**config.mk**
```make
export PLATFORM = sky130hd
export DESIGN_NAME = adc_emulator
export DESIGN_NICKNAME = d
export VERILOG_FILES = /design/src/rtl/adc_emulator.sv
export SDC_FILE = /design/constraint.sdc
export NUM_CORES = 1
export LEC_CHECK = 0
export ABC_AREA = 1
export CORE_UTILIZATION = 52
export CTS_CLUSTER_SIZE = 28
export DETAILED_ROUTE_END_ITERATION = 8
export MAX_ROUTING_LAYER = met4
export PLACE_DENSITY = 0.75
export SLEW_MARGIN = 5
export SYNTH_ARGS = -nofsm -noshare
export SYNTH_HDL_FRONTEND = slang
export SYNTH_SLANG_ARGS = --single-unit
```
**constraint.sdc**
```tcl
create_clock -name clock -period 2.9 [get_ports clock]
set_input_delay 0.58 -clock clock [delete_from_list [all_inputs] [get_ports clock]]
set_output_delay 0.58 -clock clock [all_outputs]
set_load 0.02 [all_outputs]
```
**src/rtl/adc_emulator.sv**
```systemverilog
// Emulated parallel ADC: ramp / constant / LFSR / host-stream sample sources feeding
// a fixed-latency pipeline that drives a registered databus launched on the rising edge.
module adc_emulator #(
  parameter int DATA_WIDTH = 10,
  parameter int PIPE_DELAY = 5,
  parameter int FIFO_DEPTH = 16
) (
  input  logic                  clock,
  input  logic                  reset,
  input  logic                  enable,
  input  logic [1:0]            mode,
  input  logic [DATA_WIDTH-1:0] constValue,
  input  logic [DATA_WIDTH-1:0] streamData,
  input  logic                  streamValid,
  output logic                  streamReady,
  output logic [DATA_WIDTH-1:0] adcDatabus,
  output logic                  adcPrimed,
  output logic                  underflow,
  input  logic                  clearUnderflow
);

  localparam int PTR_W  = (FIFO_DEPTH > 1) ? $clog2(FIFO_DEPTH) : 1;
  localparam int CNT_W  = PTR_W + 1;
  localparam int FILL_W = $clog2(PIPE_DELAY + 1);

  localparam logic [1:0] MODE_RAMP   = 2'd0;
  localparam logic [1:0] MODE_CONST  = 2'd1;
  localparam logic [1:0] MODE_LFSR   = 2'd2;

  localparam logic [CNT_W-1:0]      FULL_COUNT = CNT_W'(FIFO_DEPTH);
  localparam logic [FILL_W-1:0]     LAST_FILL  = FILL_W'(PIPE_DELAY - 1);
  localparam logic [DATA_WIDTH-1:0] LFSR_SEED  = DATA_WIDTH'(1);

  // Generator state
  logic [DATA_WIDTH-1:0] ramp_q, ramp_d;
  logic [DATA_WIDTH-1:0] lfsr_q, lfsr_d;
  logic [DATA_WIDTH-1:0] hold_q, hold_d;
  logic [DATA_WIDTH-1:0] sample_d;
  logic                  underflow_set;

  // Stream FIFO
  logic [DATA_WIDTH-1:0] fifo_mem [FIFO_DEPTH];
  logic [PTR_W-1:0]      wr_ptr_q, wr_ptr_d;
  logic [PTR_W-1:0]      rd_ptr_q, rd_ptr_d;
  logic [CNT_W-1:0]      count_q, count_d;
  logic                  fifo_wr, fifo_rd, fifo_empty;
  logic [DATA_WIDTH-1:0] fifo_head;

  // Pipeline and status
  logic [PIPE_DELAY-1:0][DATA_WIDTH-1:0] pipe_q, pipe_d;
  logic [FILL_W-1:0]     fill_q, fill_d;
  logic                  primed_q, primed_d;
  logic                  underflow_q, underflow_d;

  assign streamReady = (count_q != FULL_COUNT);
  assign fifo_empty  = (count_q == '0);
  assign fifo_wr     = streamValid && streamReady;
  assign fifo_head   = fifo_mem[rd_ptr_q];

  // Sample selection; each source only advances while it is the one being emitted.
  always_comb begin
    sample_d      = ramp_q;
    ramp_d        = ramp_q;
    lfsr_d        = lfsr_q;
    hold_d        = hold_q;
    fifo_rd       = 1'b0;
    underflow_set = 1'b0;
    case (mode)
      MODE_RAMP: begin
        sample_d = ramp_q;
        if (enable) ramp_d = ramp_q + DATA_WIDTH'(1);
      end
      MODE_CONST: begin
        sample_d = constValue;
      end
      MODE_LFSR: begin
        sample_d = lfsr_q;
        // Taps q[9]^q[6] for the 10-bit maximal-length x^10+x^7+1 polynomial
        if (enable) lfsr_d = {lfsr_q[DATA_WIDTH-2:0], lfsr_q[DATA_WIDTH-1] ^ lfsr_q[DATA_WIDTH-4]};
      end
      default: begin
        if (fifo_empty) begin
          sample_d      = hold_q;
          underflow_set = enable;
        end else begin
          sample_d = fifo_head;
          fifo_rd  = enable;
          if (enable) hold_d = fifo_head;
        end
      end
    endcase
  end

  always_comb begin
    wr_ptr_d = wr_ptr_q;
    rd_ptr_d = rd_ptr_q;
    count_d  = count_q;
    if (fifo_wr) wr_ptr_d = wr_ptr_q + PTR_W'(1);
    if (fifo_rd) rd_ptr_d = rd_ptr_q + PTR_W'(1);
    case ({fifo_wr, fifo_rd})
      2'b10:   count_d = count_q + CNT_W'(1);
      2'b01:   count_d = count_q - CNT_W'(1);
      default: count_d = count_q;
    endcase
  end

  // Stage 0 takes the new sample; each later stage takes its predecessor.
  assign pipe_d[0] = sample_d;
  generate
    for (genvar gi = 1; gi < PIPE_DELAY; gi++) begin : g_stage
      assign pipe_d[gi] = pipe_q[gi-1];
    end
  endgenerate

  always_comb begin
    fill_d   = fill_q;
    primed_d = primed_q;
    if (enable && !primed_q) begin
      fill_d = fill_q + FILL_W'(1);
      if (fill_q == LAST_FILL) primed_d = 1'b1;
    end
  end

  always_comb begin
    underflow_d = underflow_q;
    if (underflow_set)       underflow_d = 1'b1;
    else if (clearUnderflow) underflow_d = 1'b0;
  end

  always_ff @(posedge clock) begin
    if (reset) begin
      ramp_q      <= '0;
      lfsr_q      <= LFSR_SEED;
      hold_q      <= '0;
      wr_ptr_q    <= '0;
      rd_ptr_q    <= '0;
      count_q     <= '0;
      pipe_q      <= '0;
      fill_q      <= '0;
      primed_q    <= 1'b0;
      underflow_q <= 1'b0;
    end else begin
      ramp_q      <= ramp_d;
      lfsr_q      <= lfsr_d;
      hold_q      <= hold_d;
      wr_ptr_q    <= wr_ptr_d;
      rd_ptr_q    <= rd_ptr_d;
      count_q     <= count_d;
      fill_q      <= fill_d;
      primed_q    <= primed_d;
      underflow_q <= underflow_d;
      if (enable) pipe_q <= pipe_d;
    end
  end

  // Storage needs no reset: the pointers and count define what is valid.
  always_ff @(posedge clock) begin
    if (fifo_wr) fifo_mem[wr_ptr_q] <= streamData;
  end

  assign adcDatabus = pipe_q[PIPE_DELAY-1];
  assign adcPrimed  = primed_q;
  assign underflow  = underflow_q;

endmodule

```
After elaboration in Yosys (flattened, before gate mapping):

Memories as Yosys holds them, arrays and structs flattened. A register that Yosys moved wholly into a read port is not among the register bits.
Cells that the tools add are included.

* bits in registers: 98
* latch bits: 0
* RAM bits: 160
* ROM bits: 0
* input port bits: 27
* output and inout port bits: 13
* logic and storage cells: 55
* memories: 1

* add/subtract/negate cells: 6
* $mul: 0
* divide/modulo/power cells: 0
* order comparisons: 0
* equality and inequality tests: 6
* shifts and indexed selects: 0
* multiplexer cells: 13
* bitwise operators: 3
* reduce and logical (&&, ||, !) cells: 12

Memories
* fifo_mem: words 16, bits a word 10, rd ports 1, clocked after Yosys merged registers in 1, write ports 1, line 42 `logic [DATA_WIDTH-1:0] fifo_mem [FIFO_DEPTH];`

Operators by type and width (number)
* $pmux 10 s3: 1
* $add 10x1->10 const B: 1
* $mux 10: 1
* $pmux 5 s2: 1
* $add 4x1->4 const B: 2
* $mux 1: 8
* $mux 4: 2
* $reduce_and 2->1: 3
* $add 5x1->5 const B: 1
* $logic_not 5->1: 1
* $ne 5x5->1 const B: 1
* $sub 5x1->5 const B: 1
* $eq 2x1->1 const B: 2
* $eq 2x2->1 const B: 2
* $reduce_bool 2->1: 2
* $add 3x1->3 const B: 1
* $eq 3x3->1 const B: 1
* $reduce_and 3->1: 1
* $reduce_or 3->1: 1
* $logic_and 1x1->1: 2
* $logic_not 2->1: 1
* $not 1->1: 2
* $logic_not 1->1: 1
* $xor 1x1->1: 1

Depth between registers and ports, before layout:

Gate-level depths: netlist (run 1).

* depth in word-level cells: 5
* depth in mapped cells: 16

Worst setup path after synthesis (run 1):

No wires, ideal clock.

* path type: input port to flip-flop
* start: input mode[0]
* end: register count_q[4]
* arrival: 2155 ps
* required time: 2783 ps
* setup slack: 628 ps
* stages on the path: 16
* buffers on the path: 2
* path through: buf_4 > nand2_1 > nor2_2 > nand2_2 > inv_2 > buf_6 > ha_1 > xor2_1 > ha_1 > inv_1 > nand2_1 > nand2_2 > nand3_1 > nand2_1 > nor2_1 > nor2_1

* word-level cells in the longest chain between the ends: 5
* elaborated cells between the ends (all ways): 9
* classes of those cells: 4 x eq/ne; 2 x mux; 3 x reduce/logical

RTL lines
* start: declaration: line 11 `input logic [1:0] mode,`
* $eq 2x2->1, or another cell as far along: line 68 `case (mode)`
* $reduce_or 3->1 (no line) *
* $mux 1 *: line 68
* via fifo_rd: line 46 `logic fifo_wr, fifo_rd, fifo_empty;`
* $eq 2x1->1 or $eq 2x2->1 (tied branches): line 100 `case ({fifo_wr, fifo_rd})`
* $pmux 5 s2 or $reduce_bool 2->1 (tied branches)
* end signal: assignment: line 148 `count_q <= count_d;`
* end: declaration: line 45 `logic [CNT_W-1:0] count_q, count_d;`

The timed path passes the listed nets; every way through them passes the cells marked *.
A chain may end at the register's enable or synchronous reset.

Final worst setup path (run 1):

* start: register count_q[2]
* end: output streamReady

* word-level cells in the longest chain between the ends: 1

RTL lines
* $ne 5x5->1: line 55 `assign streamReady = (count_q != FULL_COUNT);`
* end: declaration: line 15 `output logic streamReady,`

Every way passes these cells.

==> qor.yml, run 1 <==
die_w_um: 146.6
synth.distinct_cells: 34
sequentialPowerShare_pct: 50.4
ctsHtreeMaxLevel: 1
hp-class: "flop to flop"
place_inst: 1379
clk_pin_slew_ns: 0.06
overflow: 0
hpwl_mm: 14.15
p_int_mw: 6.301
num_rows: 52
io_pins: 40
area_growth_pct: 14.49
p_sw_mw: 1.974
finalNonFillerCells: 1427
syn_area_mm2: 0.01088
synthTopCellsByArea: "edfxtp_1 (44%), dfxtp_1 (19%), inv_1 (5.0%)"
numPortBuffers: 39
ctsHoldBuffers: 0
gp_congestion: 0.8450
die_h_um: 146.6
cts_tree: "yes"
fin_ws_ns: 0.4483
initial_core_util_pct: 53.41
final_nets: 1175
die_area_mm2: 0.02150
drt_first_pass_iters: 5
clkSinkCount: 262
post_cts_resize_count: 0
power-per-cell-area_mw_per_mm2: 664.5
pre_cts_ws_ns: 0.1724
grt_pass1_vias: 7222
vias_per_cell: 5.399
report.final.slew_viol_count: 0
avgRoutedWirePerCell_um: 15.88
synth_seq_cells: 262
arrival_ns: 1.87
fillers: 1644
synth_top_area_cell: "edfxtp_1"
drtAntennaViolNets: 0
synthArstFlopShare_pct: 0
fmax_mhz: 407.9
setup_tns_ns: 0
syn_inst: 1096
yosysWarnings: 0
yosysSeqAreaShare_pct: 62.95
crit_fanout: 5
maxCapViolations: 0
ir_drop_mv: 0.5330
critPathKind: "flop to output pin"
worst_pin_slew_ns: 0.6412
grt_pass1_wl_mm: 36.40
setup_viol: 0
dr_total_vias: 7705
clk_latency_ns: 0.52
end_kind: "output pin"
rsz0062_at_grt: "no"
leakage_nw: 4.678
crit_required_ns: 2.32
yosysTopAreaCellShare_pct: 44.17
clock_path_buffers: 3
fin_crit_ns: 2.452
post_route_cells_drive_above_1_share_pct: 8.124
syn_avg_cell_area_um2: 9.924
skew_ns: 0.01203
diodes: 0
track_usage_pct: 22.00
min_period_over_period_pct: 84.54
slew_headroom_pct: 57.12
clockRootBuffer: "clkbuf_16"
grt_max_degree: 59
status: "complete, no violations"
drt-total-wl_mm: 22.66
synth-edff-count: 160
drc: 0
synth.net_count: 1134
swShare_pct: 23.86
drt-initial-drc-count: 606
core_mm2: 0.02036
post_cts_buffers: 0
antenna_found_initial: 0
ys.flop_type: "edfxtp_1"
p_clk_share_pct: 39.9
cts_buffers: 26
critical_path.startpoint_type: "flop"
final_hold_viol_count: 0
power_frac_comb_pct: 9.7
==> power groups by stage <==
stage | clock network, mW | registers [mW] | logic, mW
after CTS | 3.32 | 4.17 | 0.807
after global placement | 0 | 4.25 | 0.777
final | 3.30 | 4.17 | 0.804
after floorplan | 0 | 4.22 | 0.556
after detailed placement | 0 | 4.25 | 0.797
after global routing | 3.49 | 4.19 | 0.902
==> routing by layer <==
metal,wire [µm],vias to the layer above,track usage (%)
li1,-,3826,-
met4,533,0,6.302
met5,0,-,-
met3,1239,43,3.125
met1,10140,3608,28.77
met2,10740,228,35.76
==> layout by cell type, fill, tap and decap left out, types with 2 or more instances in the layout <==
cell type,n
clkinv_2,5
nor2_4,2
inv_2,7
a21oi_1,81
buf_12,3
clkdlybuf4s50_1,38
nand3_1,81
clkbuf_1,3
ha_1,11
edfxtp_1,160
o21ai_0,91
dfxtp_1,100
nand2_1,105
a211oi_1,4
nor2_1,128
nor3_1,8
a2111oi_0,5
xor2_1,5
clkinv_1,6
nand4_1,3
o21ai_1,27
clkbuf_8,4
inv_1,144
nand2_2,2
buf_4,31
clkbuf_16,28
o211ai_1,60
==> Yosys cell counts (5+ instances only) <==
master       n
buf_1        5
a2111oi_0    5
a21oi_1     81
nand2_1    105
nor2_1     128
xor2_1       5
o21ai_1     27
o211ai_1    60
edfxtp_1   160
dfxtp_1    102
inv_2        6
buf_2       13
o21ai_0     91
ha_1        11
nor3_1       8
inv_1      144
nand3_1     81
buf_6        6
clkbuf_1    33
==> per-stage QoR <==
stage          cell area, µm²  power [mW]  hold WS, ns  util [%]
2_1_floorplan           10880       4.780       0.4287         -
3_3_place_gp            11600       5.024       0.4421     56.96
3_5_place_dp            11600       5.047       0.4577     56.96
4_1_cts                 12450       8.301       0.4666     61.15
5_1_grt                 12450       8.574       0.4911     61.15
6_report                12450       8.275       0.4611     61.15
==> sequential cells by signal (all words and copies together) (netlist names), named ones only <==
| signal | flops |
|---|---|
| adcDatabus | 10 |
| hold_q | 10 |
| underflow | 1 |
| fifo_mem | 160 |
| fill_q | 3 |
| adcPrimed | 1 |
| ramp_q | 10 |
| lfsr_q | 10 |
| pipe_d | 40 |
| count_q | 5 |
| rd_ptr_q | 4 |
| wr_ptr_q | 4 |
==> cells by family (layout without fill, tap and decap cells) <==
group | Yosys count | in the layout | share of synthesized area (%)
AOI/OAI and AO/OA | 271 | 271 | 14.21
buffers and inverters | 212 | 273 | 7.983
DFF | 262 | 262 | 62.95
adders and majority gates | 11 | 11 | 1.265
xor gates and xnor gates | 6 | 6 | 0.4831
and+or+nand+nor | 334 | 334 | 13.11
==> critical path, stage by stage, from the launching register on <==
cell,delay (ns)
dfxtp_1,0.46
nor2_1,0.11
nand3_1,0.15
clkdlybuf4s50_1,0.64
==> area by class of cell <==
type	instances	area [µm²]	share of cell area (%)
tap	270	337.8	2.713
sequential	262	6852	55.02
inverter	152	570.5	4.582
clock inverter	12	81.33	0.6531
timing repair buffer	73	678.2	5.446
multi-input combinational	622	3162	25.39
clock buffer	36	772.0	6.199
==> path summary, 6_finish.rpt <==
path	start	to	slack, ns	depth (start not counted)
min	ramp_q[5]	ramp_q[5]	0.46	1
max reg2reg	count_q[2]	count_q[4]	0.76	13
min reg2reg	ramp_q[5]	ramp_q[5]	0.46	1
max	count_q[2]	streamReady	0.45	3
No activity file was read; power rests on OpenSTA's default activity.
==> run 2, diff against run 1 <==
- clock period: 2.9 -> 2.55 ns (I/O delays scaled with it)
==> qor.yml, run 2 (synthesis results as in run 1) <==
clkSinkCount: 262  # unchanged
initial_core_util_pct: 53.41  # unchanged
gp_congestion: 0.8503  # was 0.8450
arrival_ns: 1.90  # was 1.87 ns
vias_per_cell: 5.409  # was 5.399
clk_latency_ns: 0.54  # was 0.52 ns
r2r-start: "count_q[0]"  # was count_q[2]
dr_total_vias: 7784  # was 7705
busiest_layer: "met2"  # unchanged
multi_input_area_mm2: 0.003162  # unchanged
report.final.slew_viol_count: 0  # unchanged
drtAntennaViolNets: 0  # unchanged
max_flop_register: "fifo_mem"  # unchanged
regArea_mm2: 0.006852  # unchanged
slew_headroom_pct: 44.39  # was 57.12%
hold_start: "ramp_q[5]"  # unchanged
power.total_mw: 9.805  # was 8.275 mW
hpwl_mm: 14.63  # was 14.15 mm
cp-startpoint: "count_q[0]"  # was count_q[2]
met3_usage_pct: 3.406  # was 3.125%
end_kind: "output pin"  # unchanged
rsz0062_at_grt: "no"  # unchanged
status: "complete, no violations"  # unchanged
skew_ns: 0.02297  # was 0.01203 ns
layout_common_cells: "edfxtp_1 (160), inv_1 (143), nor2_1 (128), nand2_1 (105), dfxtp_1 (100)"  # was edfxtp_1 (160), inv_1 (144), nor2_1 (128), nand2_1 (105), dfxtp_1 (100)
ctsHtreeMaxLevel: 1  # unchanged
cts_tree: "yes"  # unchanged
track_usage_pct: 22.70  # was 22.00%
grtUsageMet1_pct: 29.40  # was 28.77%
final_hold_viol_count: 0  # unchanged
final_nets: 1186  # was 1175
hp-class: "flop to flop"  # unchanged
core_mm2: 0.02036  # unchanged
use_met2_pct: 35.55  # was 35.76%
die_area_mm2: 0.02150  # unchanged
hold_ws_ns: 0.4654  # was 0.4611 ns
leakage_nw: 4.789  # was 4.678 nW
worst_pin_slew_ns: 0.8131  # was 0.6412 ns
num_rows: 52  # unchanged
clock_path_buffers: 3  # unchanged
ctsHoldBuffers: 0  # unchanged
area_growth_pct: 16.31  # was 14.49%
maxCapViolations: 0  # unchanged
grt_max_degree: 60  # was 59
critical_path.startpoint_type: "flop"  # unchanged
largest_reg_flops: 160  # unchanged
antenna_found_initial: 0  # unchanged
clk_pin_slew_ns: 0.06  # about the same
crit_fanout: 4  # was 5
die_w_um: 146.6  # unchanged
r2r_slack_ns: 0.39  # was 0.76 ns
r2r-end: "count_q[4]"  # unchanged
io_pins: 40  # unchanged
avgRoutedWirePerCell_um: 16.26  # was 15.88 µm
clockRootBuffer: "clkbuf_16"  # unchanged
grt_pass1_vias: 7456  # was 7222
crit_required_ns: 2.04  # was 2.32 ns
fillers: 1605  # was 1644
rr_worst_depth: 14  # was 13
final_common_cell: "edfxtp_1"  # unchanged
fmax_mhz: 415.0
fin_ws_ns: 0.1404  # was 0.4483 ns
cts_buffers: 27  # was 26
pre_cts_ws_ns: -0.01869  # was 0.1724 ns
critPathCapture: "streamReady"  # unchanged
drt-total-wl_mm: 23.40  # was 22.66 mm
fin_crit_ns: 2.410
numPortBuffers: 39  # unchanged
grt_pass1_wl_mm: 37.28  # was 36.40 mm
die_h_um: 146.6  # unchanged
critPathKind: "flop to output pin"  # unchanged
setup_viol: 0  # unchanged
final_area_mm2: 0.01265  # was 0.01245 mm²
power-per-cell-area_mw_per_mm2: 775.0  # was 664.5 mW/mm²
drt_first_pass_iters: 5  # unchanged
diodes: 0  # unchanged
post_route_cells_drive_above_1_share_pct: 9.581  # was 8.124%
drc: 0  # unchanged
place_area_mm2: 0.01169  # was 0.01160 mm²
post_cts_resize_count: 0  # unchanged
min_period_over_period_pct: 94.49
post_cts_buffers: 0  # unchanged
drt-initial-drc-count: 631  # was 606
ir_drop_mv: 0.6453  # was 0.5330 mV
overflow: 0  # unchanged
-- run 2: layout make-up --
type / instances / share of cell area (%)
repair buffers: 83 / 6.053
well taps: 270 / 2.670
inverters: 152 / 4.510
multi-input cells: 622 / 24.99
clock buffers: 42 / 7.032
clock inverters: 8 / 0.5835
flip-flops and latches: 262 / 54.16
-- run 2: how the worst min path moves through the flow --
stage / to / cells after the start
after floorplan: ramp_q[5] / 1
after global placement: fill_q[2] / 2
after detailed placement: fill_q[2] / 2
after CTS: underflow / 5
after global routing: underflow / 5
final: ramp_q[5] / 1
-- run 2: routing by layer --
| metal | part of all wire, % | wire [µm] |
|---|---|---|
| met5 | 0 | 0 |
| met4 | 3.6 | 845 |
| met3 | 5.9 | 1370 |
| met2 | 47 | 11030 |
| met1 | 43 | 10160 |
-- run 2: critical path, cell delays in order, from the launching register on --
cell	delay (ns)
dfxtp_1	0.43
nor2_1	0.10
nand3_1	0.19
clkdlybuf4s50_1	0.65
-- run 2: per-stage QoR --
stage | instances | setup TNS (ns) | util [%]
after global placement | 1389 | 0 | 57.39
after CTS | 1439 | 0 | 62.12
final | 1439 | 0 | 62.12
after detailed placement | 1389 | -0.01869 | 57.39
after global routing | 1439 | 0 | 62.12
after floorplan | 1096 | 0 | -
-- run 2: power by group --
group	switching [mW]	internal [mW]
Clock	1.60	2.51
Sequential	0.102	4.64
Combinational	0.621	0.333
Total	2.32	7.48
